File: src/rtl/encod83_beh_if.sv
`default_nettype none
// ============================================================================
// encod83_beh_if : request/result bundle for the 8-to-3 priority encoder
// Rev 1.0
// ============================================================================
interface encod83_beh_if;
    logic       en;
    logic [7:0] in;
    logic [2:0] out;
    logic       valid;
    logic       multi;

    modport master (
        output en,
        output in,
        input  out,
        input  valid,
        input  multi
    );

    modport slave (
        input  en,
        input  in,
        output out,
        output valid,
        output multi
    );
endinterface
`default_nettype wire

File: src/rtl/encod83_beh.sv
`default_nettype none
// ============================================================================
// encod83_beh : registered 8-to-3 priority encoder with enable, valid and
//               multi-hot flags; one-cycle latency, one encode per clock
// Rev 1.0
// ============================================================================
module encod83_beh (
    input  wire logic    clk,
    input  wire logic    rst_n,
    encod83_beh_if.slave bus
);

    localparam logic [3:0] c_MULTI_MIN = 4'd2;

    logic [2:0] w_idx;
    logic [3:0] w_cnt;

    logic [2:0] out_d,   out_q;
    logic       valid_d, valid_q;
    logic       multi_d, multi_q;

    // Ascending scan: the last set bit seen wins, so in[7] has top priority.
    always_comb begin
        w_idx = 3'd0;
        w_cnt = 4'd0;
        for (int i = 0; i < 8; i++) begin
            if (bus.in[i]) begin
                w_idx = 3'(i);
                w_cnt = w_cnt + 4'd1;
            end
        end
    end

    always_comb begin
        out_d   = 3'd0;
        valid_d = 1'b0;
        multi_d = 1'b0;
        if (bus.en) begin
            out_d   = w_idx;
            valid_d = |bus.in;
            multi_d = (w_cnt >= c_MULTI_MIN);
        end
    end

    always_ff @(posedge clk) begin
        if (!rst_n) begin
            out_q   <= 3'd0;
            valid_q <= 1'b0;
            multi_q <= 1'b0;
        end else begin
            out_q   <= out_d;
            valid_q <= valid_d;
            multi_q <= multi_d;
        end
    end

    assign bus.out   = out_q;
    assign bus.valid = valid_q;
    assign bus.multi = multi_q;

endmodule
`default_nettype wire

File: src/flat_wrapper.sv
// flat-port wrapper written by rule: the top's interface ports become plain ports
module encod83_beh_flat 
  (clk, rst_n, bus_en, bus_in, bus_out, bus_valid, bus_multi);
  encod83_beh_if bus_i ();
  input  wire logic clk;
  input  wire logic rst_n;
  input wire logic [$bits(bus_i.en)-1:0] bus_en;
  input wire logic [$bits(bus_i.in)-1:0] bus_in;
  output wire logic [$bits(bus_i.out)-1:0] bus_out;
  output wire logic [$bits(bus_i.valid)-1:0] bus_valid;
  output wire logic [$bits(bus_i.multi)-1:0] bus_multi;
  assign bus_i.en = bus_en;
  assign bus_i.in = bus_in;
  assign bus_out = bus_i.out;
  assign bus_valid = bus_i.valid;
  assign bus_multi = bus_i.multi;
  encod83_beh u_core (.clk(clk), .rst_n(rst_n), .bus(bus_i));
endmodule
File: config.mk
export PLATFORM = sky130hd
export DESIGN_NAME = encod83_beh_flat
export DESIGN_NICKNAME = d
export VERILOG_FILES = /design/src/rtl/encod83_beh_if.sv /design/src/rtl/encod83_beh.sv /design/src/flat_wrapper.sv
export SDC_FILE = /design/constraint.sdc
export NUM_CORES = 1
export LEC_CHECK = 0
export CAP_MARGIN = 20
export CORE_ASPECT_RATIO = 1.4
export CORE_MARGIN = 5
export CORE_UTILIZATION = 46
export CTS_CLUSTER_SIZE = 25
export DETAILED_ROUTE_END_ITERATION = 16
export PLACE_DENSITY = 0.82
export SYNTH_ARGS = -nofsm -noshare
export SYNTH_HDL_FRONTEND = slang
export SYNTH_SLANG_ARGS = --single-unit
File: constraint.sdc
create_clock -name clk -period 5.8 [get_ports clk]
set_input_delay 0.58 -clock clk [delete_from_list [all_inputs] [get_ports clk]]
set_output_delay 0.58 -clock clk [all_outputs]
set_load 0.01 [all_outputs]
-- After elaboration in Yosys (flattened, before gate mapping)
Index checks and enable logic that the tools add are counted.
- input port bits: 11
- output and inout bits: 5
- word-level logic and storage cells: 28
- flip-flop bits (word level): 5
- add/sub/neg operators: 7
- mux-type cells: 15
- $lt $le $gt $ge: 1
- reduce and logical (&&, ||, !) cells: 2
- operators by type and width (operator ; number):
    2-to-1 mux 4 bit ; 7
    adder 4 x 1 -> 4 bit, second input constant ; 6
    2-to-1 mux 3 bit ; 4
    OR reduction 8 bit ; 1
    >= comparator 4 x 2 -> 1 bit, second input constant ; 1
    2-to-1 mux 2 bit ; 2
    adder 1 x 1 -> 2 bit, second input constant ; 1
    2-to-1 mux 1 bit ; 2
    AND reduction 2 bit ; 1

-- Longest topological paths before layout
Gate-level depths: netlist of the first run.
- word-level depth: 16
- depth in mapped cells: 19
- gate-level depth less buffers: 18

-- Least setup slack after synthesis of the first run
Ideal clock, no wire load.
- kind: input port to flip-flop
- from: in bus_in[0]
- to: reg u_core.multi_q, in the netlist u_core.bus.multi
- stages on the path: 18
- arrival time: 3.630 ns
- setup slack: 2.096 ns
- required time: 5.726 ns
- path buffers: 1
- cells stage by stage: inv_1 -> ha_1 -> buf_6 -> xor2_1 -> ha_1 -> and2_1 -> o21ai_0 -> o21ai_0 -> xor2_1 -> nand2_1 -> o21ai_0 -> ha_1 -> nand2_1 -> xnor2_1 -> xnor3_1 -> or3_4 -> a21o_1 -> a31oi_1
- word-level cells in the longest chain between the ends: 16
- ends and longest elaborated chain (what ; RTL line ; text):
    start: declaration ; flat_wrapper.sv:8 ; input wire logic [$bits(bus_i.in)-1:0] bus_in;
    2-to-1 mux 1 bit * ; encod83_beh.sv:27 ; if (bus.in[i]) begin
    adder 1 x 1 -> 2 bit ; encod83_beh.sv:29 ; w_cnt = w_cnt + 4'd1;
    2-to-1 mux 4 bit * ; encod83_beh.sv:27 ;
    adder 4 x 1 -> 4 bit ; encod83_beh.sv:29 ;
    2-to-1 mux 4 bit * ; encod83_beh.sv:27 ;
    adder 4 x 1 -> 4 bit ; encod83_beh.sv:29 ;
    2-to-1 mux 4 bit * ; encod83_beh.sv:27 ;
    adder 4 x 1 -> 4 bit ; encod83_beh.sv:29 ;
    2-to-1 mux 4 bit * ; encod83_beh.sv:27 ;
    adder 4 x 1 -> 4 bit ; encod83_beh.sv:29 ;
    2-to-1 mux 4 bit * ; encod83_beh.sv:27 ;
    adder 4 x 1 -> 4 bit ; encod83_beh.sv:29 ;
    2-to-1 mux 4 bit * ; encod83_beh.sv:27 ;
    adder 4 x 1 -> 4 bit ; encod83_beh.sv:29 ;
    2-to-1 mux 4 bit * ; encod83_beh.sv:27 ;
    >= comparator 4 x 2 -> 1 bit * ; encod83_beh.sv:41 ; multi_d = (w_cnt >= c_MULTI_MIN);
    end signal: assignment ; encod83_beh.sv:53 ; multi_q <= multi_d;
    end: declaration ; encod83_beh.sv:20 ; logic multi_d, multi_q;
Every way passes the cells marked *; elsewhere a longest branch is shown, timed or not.
A chain may end at the register's enable or synchronous reset.

-- Final worst setup path of the first run
- from: in bus_in[1]
- to: reg u_core.multi_q, in the netlist u_core.bus.multi
- word-level cells in the longest chain between the ends: 14
- ends and longest elaborated chain (what ; RTL line):
    2-to-1 mux 4 bit * ; encod83_beh.sv:27
    adder 4 x 1 -> 4 bit ; encod83_beh.sv:29
    2-to-1 mux 4 bit * ; encod83_beh.sv:27
    adder 4 x 1 -> 4 bit ; encod83_beh.sv:29
    2-to-1 mux 4 bit * ; encod83_beh.sv:27
    adder 4 x 1 -> 4 bit ; encod83_beh.sv:29
    2-to-1 mux 4 bit * ; encod83_beh.sv:27
    adder 4 x 1 -> 4 bit ; encod83_beh.sv:29
    2-to-1 mux 4 bit * ; encod83_beh.sv:27
    adder 4 x 1 -> 4 bit ; encod83_beh.sv:29
    2-to-1 mux 4 bit * ; encod83_beh.sv:27
    adder 4 x 1 -> 4 bit ; encod83_beh.sv:29
    2-to-1 mux 4 bit * ; encod83_beh.sv:27
    >= comparator 4 x 2 -> 1 bit * ; encod83_beh.sv:41
Marked as above.

==> results of run 1 <==
worst max-delay path, cell delays in order:
cell and delay, ps:
clkdlybuf4s50_1 520, inv_1 80, ha_1 390, xor2_1 200, ha_1 330, and2_1 180
o21ai_0 140, o21ai_0 110, xor2_1 250, nand2_1 80, o21ai_0 100, ha_1 170
nand2_1 60, xnor2_1 360, xnor3_1 280, or3_4 380, a21o_1 170, a31oi_1 140
layout make-up:
cell class,instances,area (um^2),share of cell area (%)
repair buffers,15,150.1,14.78
multi-input cells,82,684.4,67.36
clock buffers,4,26.28,2.586
well taps,20,25.02,2.463
inverters,8,30.03,2.956
flip-flops and latches,5,100.1,9.852
stage by stage:
step | instance area, um^2 | std cells | power, mW
6_report | 1016 | 134 | 0.2160
3_3_place_gp | 989.7 | 130 | 0.1739
5_1_grt | 1016 | 134 | 0.2362
2_1_floorplan | 850.8 | 100 | 0.1490
4_1_cts | 1016 | 134 | 0.2203
3_5_place_dp | 989.7 | 130 | 0.1792
state kept, by name (all words and copies together) (netlist names):
name and count:
u_core.bus.out 3, u_core.bus.multi 1, u_core.bus.valid 1
cell families after synthesis:
family | synth area share [%]
fa+ha+maj | 13.24
mux | 6.618
compound gates | 13.97
simple gates | 22.06
flops | 11.77
xor+xnor | 24.56
buf+inv | 7.794
power groups by stage:
stage	Combinational, mW	Sequential [mW]	Clock [mW]
2_1_floorplan	0.109	0.0402	0
3_3_place_gp	0.135	0.0385	0
3_5_place_dp	0.141	0.0386	0
4_1_cts	0.141	0.0380	0.0411
5_1_grt	0.155	0.0382	0.0429
6_report	0.139	0.0380	0.0394
per-layer routing:
| metal | GRT usage [%] | share of wire, % |
|---|---|---|
| met1 | 13.24 | 40 |
| met2 | 24.41 | 55 |
| met3 | 3.561 | 4.7 |
| met4 | 2.439 | 0 |
| met5 | 0 | 0 |
layout by cell type (no fill, tap or decap), types with 3 or more instances in the layout:
cell / instances
xnor2_1: 6
dfxtp_1: 5
a21oi_1: 3
nor2_1: 5
clkdlybuf4s50_1: 15
nand3_1: 5
xor2_1: 5
or3_1: 5
clkbuf_4: 3
a31oi_1: 3
inv_1: 7
mux2i_1: 3
nand2_1: 9
ha_1: 9
o21ai_0: 4
nor2b_1: 4
worst paths after layout:
| kind | start | endpoint | depth (start not counted) | slack [ps] |
|---|---|---|---|---|
| hold / removal | bus_en | u_core.bus.multi$_SDFF_PN0_ | 3 | 980 |
| setup / recovery | bus_in[1] | u_core.bus.multi$_SDFF_PN0_ | 18 | 1440 |
==> flow_metrics.tcl, run 1 <==
set metrics [dict create \
    status "finished, final reports clean" \
    fmax_ghz 0.2294 \
    synth_top_area_share_pct 13.24 \
    drv_slew 0 \
    synth_common_cells "9 x ha_1, 9 x nand2_1, 7 x inv_1" \
    synthesis.instances 100 \
    p_sw_share_pct 37.02 \
    synth.area.top_cells "ha_1 13%, dfxtp_1 12%, xnor2_1 6.2%" \
    maxSlewHeadroom_pct 68.75 \
    syn_area_um2 850.8 \
    antennaDiodeCount 0 \
    final_util_pct 57.83 \
    via_per_inst 5.351 \
    synth-seq-area-share_pct 11.76 \
    io_buffer_count 15 \
    grt_pass1_vias 694 \
    drive_gt1_share_pct 7.018 \
    crit_type "in2reg" \
    ys_ff_latch 5 \
    post_cts.resized_instances 0 \
    ir_drop_uv 176.3 \
    pre_cts_slack_ps 1181 \
    clockBufferDepth 2 \
    yosysUniqueCellTypes 36 \
    avgRoutedWirePerCell_um 12.01 \
    crit_path_start_kind "input pin" \
    grt_pass1_wl_um 2656 \
    area_growth_pct 19.41 \
    die_y_um 60.89 \
    p_leak_nw 0.4622 \
    ant_nets 0 \
    routed_wl_um 1610 \
    num_vias 717 \
    p_clk_share_pct 18.3 \
    start_util_pct 48.43 \
    hold_ws_ps 980.7 \
    worstSetupEndpointType "register" \
    dieWidth_um 46.35 \
    firstDrtPassIters 2 \
    ys_warn_count 0 \
    track_usage_pct 12.71 \
    hold_buffers 0 \
    ios 16 \
    cts_tree "done" \
    layout.nets 135 \
    grt-ovfl-total 0 \
    p_per_area_nw_per_um2 212.6 \
    antenna_found_initial 0 \
    syn_nets 120 \
    combPwrFrac_pct 64.2 \
    fin_crit_sh_pct 75.16 \
    timing.final.hold_violations 0 \
    numCtsBuffers 3 \
    clkSlewWorstSetupHoldPaths_ps 40 \
    post-cts-setup-buffer-count 0 \
    core-area_um2 1757 \
    dieArea_um2 2822 \
    maxCapViolCount 0 \
    rows 18 \
    drtIter0Drc 2 \
    final.setup.tns_ps 0 \
    seq_power_share_pct 17.6 \
    hold_class "in2reg" \
    setup_viol 0 \
    arrival_ps 4530 \
    critical_path_required_ps 5970 \
    synth-main-ff-cell "dfxtp_1" \
    p_switching_uw 79.97 \
    place_congestion 0.8421 \
    fill_cells 164 \
    grt_max_degree 15 \
    yosys.area.top_type "ha_1" \
    clkSinkCount 5 \
    crit_path_max_fanout 6 \
    clock-root-buffer "clkbuf_4" \
    synth_edf_count 0 \
    period_needed_ps 4359 \
    grt_setup_unrepaired "false" \
    drc 0 \
    p_int_uw 136.0 \
    setup_ws_ps 1441 \
    synth-async-reset-ratio_pct 0 \
    h-tree-depth 1 \
    avgSynthCellArea_um2 8.508 \
    worst_pin_slew_ps 467.3 \
    place_hpwl_um 1378 \
]
(Power assumes the default switching activity.)
==> run 2: changes to the inputs <==
- clock period: 5.8 -> 4.03 ns (I/O delays scaled with it)
==> flow_metrics.tcl, run 2 (same netlist as run 1, synthesis figures left out) <==
set metrics [dict create \
    status "finished, final reports clean" \
    largest_reg_flops 3 \
    total_power_uw 344.5 \
    io_buffer_count 15 \
    arrival_ps 3810 \
    holdPathStages 4 \
    die_y_um 60.89 \
    combPwrFrac_pct 67.5 \
    final.setup.tns_ps 0 \
    final_common_cell "clkdlybuf4s50_1" \
    timing.final.hold_violations 0 \
    final_cell_mix "13 x clkdlybuf4s50_1, 9 x nand2_1, 9 x buf_4" \
    clockBufferDepth 2 \
    track_usage_pct 13.81 \
    crit_path_start_kind "input pin" \
    p_clk_share_pct 16.6 \
    p_int_uw 217.4 \
    antenna_found_initial 0 \
    avgRoutedWirePerCell_um 12.45 \
    start_util_pct 48.43 \
    drtIter0Drc 13 \
    p_per_area_nw_per_um2 307.0 \
    routed_wl_um 1780 \
    drv_slew 0 \
    area_growth_pct 31.91 \
    post-cts-setup-buffer-count 0 \
    fill_cells 159 \
    via_per_inst 5.357 \
    hold_path_end "u_core.bus.valid$_SDFF_PN0_" \
    layout.nets 144 \
    critPathMaxStageDelay_ps 500 \
    ir_drop_uv 255.7 \
    fmax_ghz 0.2706 \
    clkSinkCount 5 \
    dieArea_um2 2822 \
    ios 16 \
    h-tree-depth 1 \
    setup_viol 0 \
    place_congestion 0.8424 \
    crit_type "in2reg" \
    clock-root-buffer "clkbuf_4" \
    cp_slowest_cell "clkdlybuf4s50_1" \
    grt_max_degree 15 \
    worstSetupEndpointType "register" \
    critical_path.cell_chain "clkdlybuf4s50_1, buf_4, mux2i_1, xnor2_1, mux2i_1, inv_1, ha_1, xor2_1, mux2i_1, a21oi_1, ha_1, and2_1, a31o_1, ha_1, xor2_1, o31ai_2, a31oi_1" \
    crit_path_max_fanout 10 \
    ant_nets 0 \
    worst_pin_slew_ps 459.9 \
    cts_tree "done" \
    hp-start "bus_in[1]" \
    critical_path_required_ps 4150 \
    grt_setup_unrepaired "false" \
    place_hpwl_um 1487 \
    maxSlewHeadroom_pct 69.24 \
    period_needed_ps 3696 \
    pre_cts_slack_ps -203.4 \
    hold_class "in2reg" \
    clkSlewWorstSetupHoldPaths_ps 40 \
    dieWidth_um 46.35 \
    p_switching_uw 127.1 \
    drc 0 \
    core-area_um2 1757 \
    maxCapViolCount 0 \
    p_leak_nw 0.5268 \
    fin_crit_sh_pct 91.71 \
    rows 18 \
    numCtsBuffers 3 \
    drive_gt1_share_pct 20.33 \
    p_sw_share_pct 36.89 \
    grt_pass1_vias 763 \
    firstDrtPassIters 4 \
    seq_power_share_pct 15.9 \
    grt-ovfl-total 0 \
    antennaDiodeCount 0 \
    grt_pass1_wl_um 2987 \
    num_vias 766 \
    setup_ws_ps 334.0 \
]
run 2: cell count changes in the layout (fill, tap and decap cells not counted), sizes merged:
| cell | before | now |
|---|---|---|
| dlymetal6s2s | 0 | 2 |
| buf | 0 | 9 |
| clkdlybuf4s50 | 15 | 13 |
run 2: how the worst max path moves through the flow:
stage / depth (start not counted) / from / to / slack, ps
after floorplan: 18 / bus_in[0] / u_core.bus.multi$_SDFF_PN0_ / 500
after global placement: 18 / bus_in[0] / u_core.bus.multi$_SDFF_PN0_ / -110
after detailed placement: 18 / bus_in[1] / u_core.bus.multi$_SDFF_PN0_ / -200
after CTS: 18 / bus_in[1] / u_core.bus.multi$_SDFF_PN0_ / 40
after global routing: 17 / bus_in[2] / u_core.bus.multi$_SDFF_PN0_ / 80
final: 17 / bus_in[2] / u_core.bus.multi$_SDFF_PN0_ / 330
run 2: timing repair:
item / in CTS / in global routing
endpoints found under the setup margin: 0 / 1
hold buffers: 0 / 0
gates resized for setup: 0 / 14
run 2: metrics by stage:
| stage | utilization (%) | hold slack (ps) | instances | area [um^2] |
|---|---|---|---|---|
| CTS | 61.68 | 812.9 | 143 | 1084 |
| global route | 63.89 | 665.1 | 143 | 1122 |
| detailed placement | 60.19 | 1074 | 139 | 1057 |
| global placement | 60.19 | 1054 | 139 | 1057 |
| finish | 63.89 | 649.7 | 143 | 1122 |
| floorplan | - | 520.4 | 100 | 850.8 |
run 2: layout make-up:
cell class | instances | area [um^2] | share of cell area (%)
clock buffer | 4 | 26.28 | 2.341
multi-input combinational | 82 | 718.2 | 63.99
timing repair buffer | 24 | 222.7 | 19.84
tap | 20 | 25.02 | 2.230
inverter | 8 | 30.03 | 2.676
sequential | 5 | 100.1 | 8.919
run 2: power groups by stage:
stage | Sequential [mW] | Combinational, mW | Clock (mW)
3_3_place_gp | 0.0557 | 0.212 | 0
5_1_grt | 0.0552 | 0.257 | 0.0627
4_1_cts | 0.0549 | 0.223 | 0.0602
6_report | 0.0548 | 0.233 | 0.0572
2_1_floorplan | 0.0579 | 0.157 | 0
3_5_place_dp | 0.0556 | 0.222 | 0
run 2: per-layer routing:
metal	vias to the layer above	GRT usage (%)	wire, um
met1	355	14.62	657
met2	16	26.18	1033
li1	393	-	-
met3	2	2.967	73
met4	0	4.065	16
met5	-	0	0
run 2: critical path: cells and delay by family:
| kind | cells | cell delay, ps |
|---|---|---|
| simple gates | 1 | 140 |
| compound gates | 4 | 710 |
| mux | 3 | 580 |
| fa+ha+maj | 3 | 770 |
| buf+inv | 3 | 760 |
| xor+xnor | 3 | 440 |
==> patch: new RTL, flow settings as in run 1 <==
Reset style: asynchronous (`rst_n`), changed in one clocked block.
--- a/src/rtl/encod83_beh.sv
+++ b/src/rtl/encod83_beh.sv
@@ -42,7 +42,7 @@
         end
     end
 
-    always_ff @(posedge clk) begin
+    always_ff @(posedge clk or negedge rst_n) begin
         if (!rst_n) begin
             out_q   <= 3'd0;
             valid_q <= 1'b0;
Function: differs if rst_n is asserted again (counterexample within 4 cycles, from zero or initial values and one cycle with rst_n low); with rst_n held inactive, the same outputs for 10 cycles.
==> patch against run 1 <==
Design area up 5.2%. Sequential power up 5.3%. Synthesized area up 7.8%. Routed wire length up 18%. Critical path depth unchanged. Global-route usage up 1.6 points. Clock power up 1%. Total power up 6.0%. Sequential cell count unchanged. Count of clock-buffer cells in the layout unchanged. Setup slack better by 0.0062 ns. Critical path type unchanged. Largest power group unchanged.
==> patch: results (changes against run 1) <==
Clock tree
  • Resized cells post-CTS: 0 (unchanged)
  • Clock Root Buffer: clkbuf_4 (unchanged)
  • Max clock buf depth: 2 (unchanged)
  • CTS buffer count: 3 (unchanged)
  • H-tree lvl count: 1 (unchanged)

Final layout
  • Max reg flops: 3 (unchanged)
  • Share of cells above drive strength 1: 7.87% (was 7.02%)
  • N_diodes: 0 (unchanged)
  • Fillers: 176 (was 164)
  • Layout Nets: 148 (was 135)
  • Utilization after layout: 55.5% (was 57.8%)

Global route
  • Vias in the first global route: 788 (was 694)
  • First-pass GRT wire length: 3300 um (was 2660 um)
  • Largest net degree at the start of global routing: 18 (was 15)
  • GRT Overall Usage: 14.3% (was 12.7%)
  • Antenna violations before repair: 0 (unchanged)

Placement
  • DP HPWL: 1550 um (was 1380 um)
  • Pre-CTS setup slack: 1.22 ns (was 1.18 ns)
  • Placed inst area: 1040 um2 (was 990 um2)
  • Routability cong.: 0.853 (was 0.842)

Routing
  • 1st-iter DRT viols: 27 (was 2)
  • WL/cell: 12.9 um (was 12.0 um)
  • Drt pass-1 iters: 4 (was 2)
  • Via count: 812 (was 717)
  • Via/cell ratio: 5.49 (was 5.35)

Yosys
  • Syn Nets: 135 (was 120)
  • Async SR Flop Fraction: 100% (was 0%)
  • Netlist cell types: 39 (was 36)
  • Synth top cells by count: nor2_1, nand2_1, ha_1, xor2_1, inv_1 (was ha_1, nand2_1, inv_1)
  • Syn Inst Count: 115 (was 100)
  • Top cells by area, synth: dfrtp_1, ha_1, xor2_1 (was ha_1, dfxtp_1, xnor2_1)
  • Seq/Total Area, Yosys: 13.6% (was 11.8%)

Power and ir drop
  • Sequential power share: 17.5%
  • Clock power frac: 17.4% (was 18.3%)
  • Sw frac: 40.3% (was 37.0%)
  • Clock distribution power: 0.0398 mW (was 0.0394 mW)
  • Leakage dissipation: 0.484 nW (was 0.462 nW)
  • Peak VDD IR: 0.0923 mV (was 0.176 mV)

Worst hold path
  • Hold crit path type: input port to asynchronous set/reset pin (was input port to register)

Worst setup path
  • Crit path max-delay family: adder cells (was XOR/XNOR gates)
  • Crit Path Max Fanout: 5 (was 6)
  • Critical Path Max Stage Delay: 0.53 ns
  • Worst endpoint data arrival time: 4.47 ns (was 4.53 ns)

STA
  • Final min period: 4.35 ns (was 4.36 ns)
  • Worst-Margin Slew: 0.572 ns (was 0.467 ns)
  • Hold Slack: 0.558 ns (was 0.981 ns)

Outcome
  • Status: finished clean (unchanged)
patch: changes by cell type after synthesis, moves of 2 or more:
cell / change
dfrtp_1: +5
dfxtp_1: -5
mux2_2: +2
nand2_1: +2
nand2b_1: +2
nor2_1: +9
nor2b_1: -2
nor3_1: +3
o21ai_1: +2
or3_1: -5
xor2_1: +4
patch: kinds of logic after synthesis:
group | after synthesis | share of synthesized area (%)
AO/OA/AOI/OAI | 22 | 16.4
XOR/XNOR | 16 | 18.6
adder cells (fa/ha/maj) | 9 | 12.3
buffers and inverters | 14 | 8.46
flip-flops | 5 | 13.6
multiplexers | 5 | 7.09
AND/OR/NAND/NOR | 44 | 23.6
patch: how the worst max path moves through the flow:
stage               slack, ns                         end       from  cells after the start
floorplan                2.09  u_core.bus.multi$_DFF_PN0_  bus_in[0]                     17
global placement         1.36  u_core.bus.multi$_DFF_PN0_  bus_in[1]                     18
detailed placement       1.22  u_core.bus.multi$_DFF_PN0_  bus_in[1]                     18
CTS                      1.46  u_core.bus.multi$_DFF_PN0_  bus_in[1]                     18
global route             1.11  u_core.bus.multi$_DFF_PN0_  bus_in[1]                     18
finish                   1.45  u_core.bus.multi$_DFF_PN0_  bus_in[1]                     18
patch: cell type report:
cell class | count | share of cell area [%]
Multi-Input combinational cell | 96 | 66.9
Timing Repair Buffer | 15 | 14.1
Sequential cell | 5 | 11.7
Clock buffer | 4 | 2.46
Inverter | 7 | 2.46
Tap cell | 21 | 2.46
patch: layer usage:
| metal | up-vias | wire [um] | part of all wire (%) | GRT usage, % |
|---|---|---|---|---|
| met1 | 375 | 756 | 40 | 17.3 |
| met4 | 0 | 25 | 1.3 | 6.40 |
| li1 | 418 | - | - | - |
| met2 | 17 | 1020 | 54 | 23.8 |
| met3 | 2 | 96 | 5.0 | 1.15 |
| met5 | - | 0 | 0 | 0 |
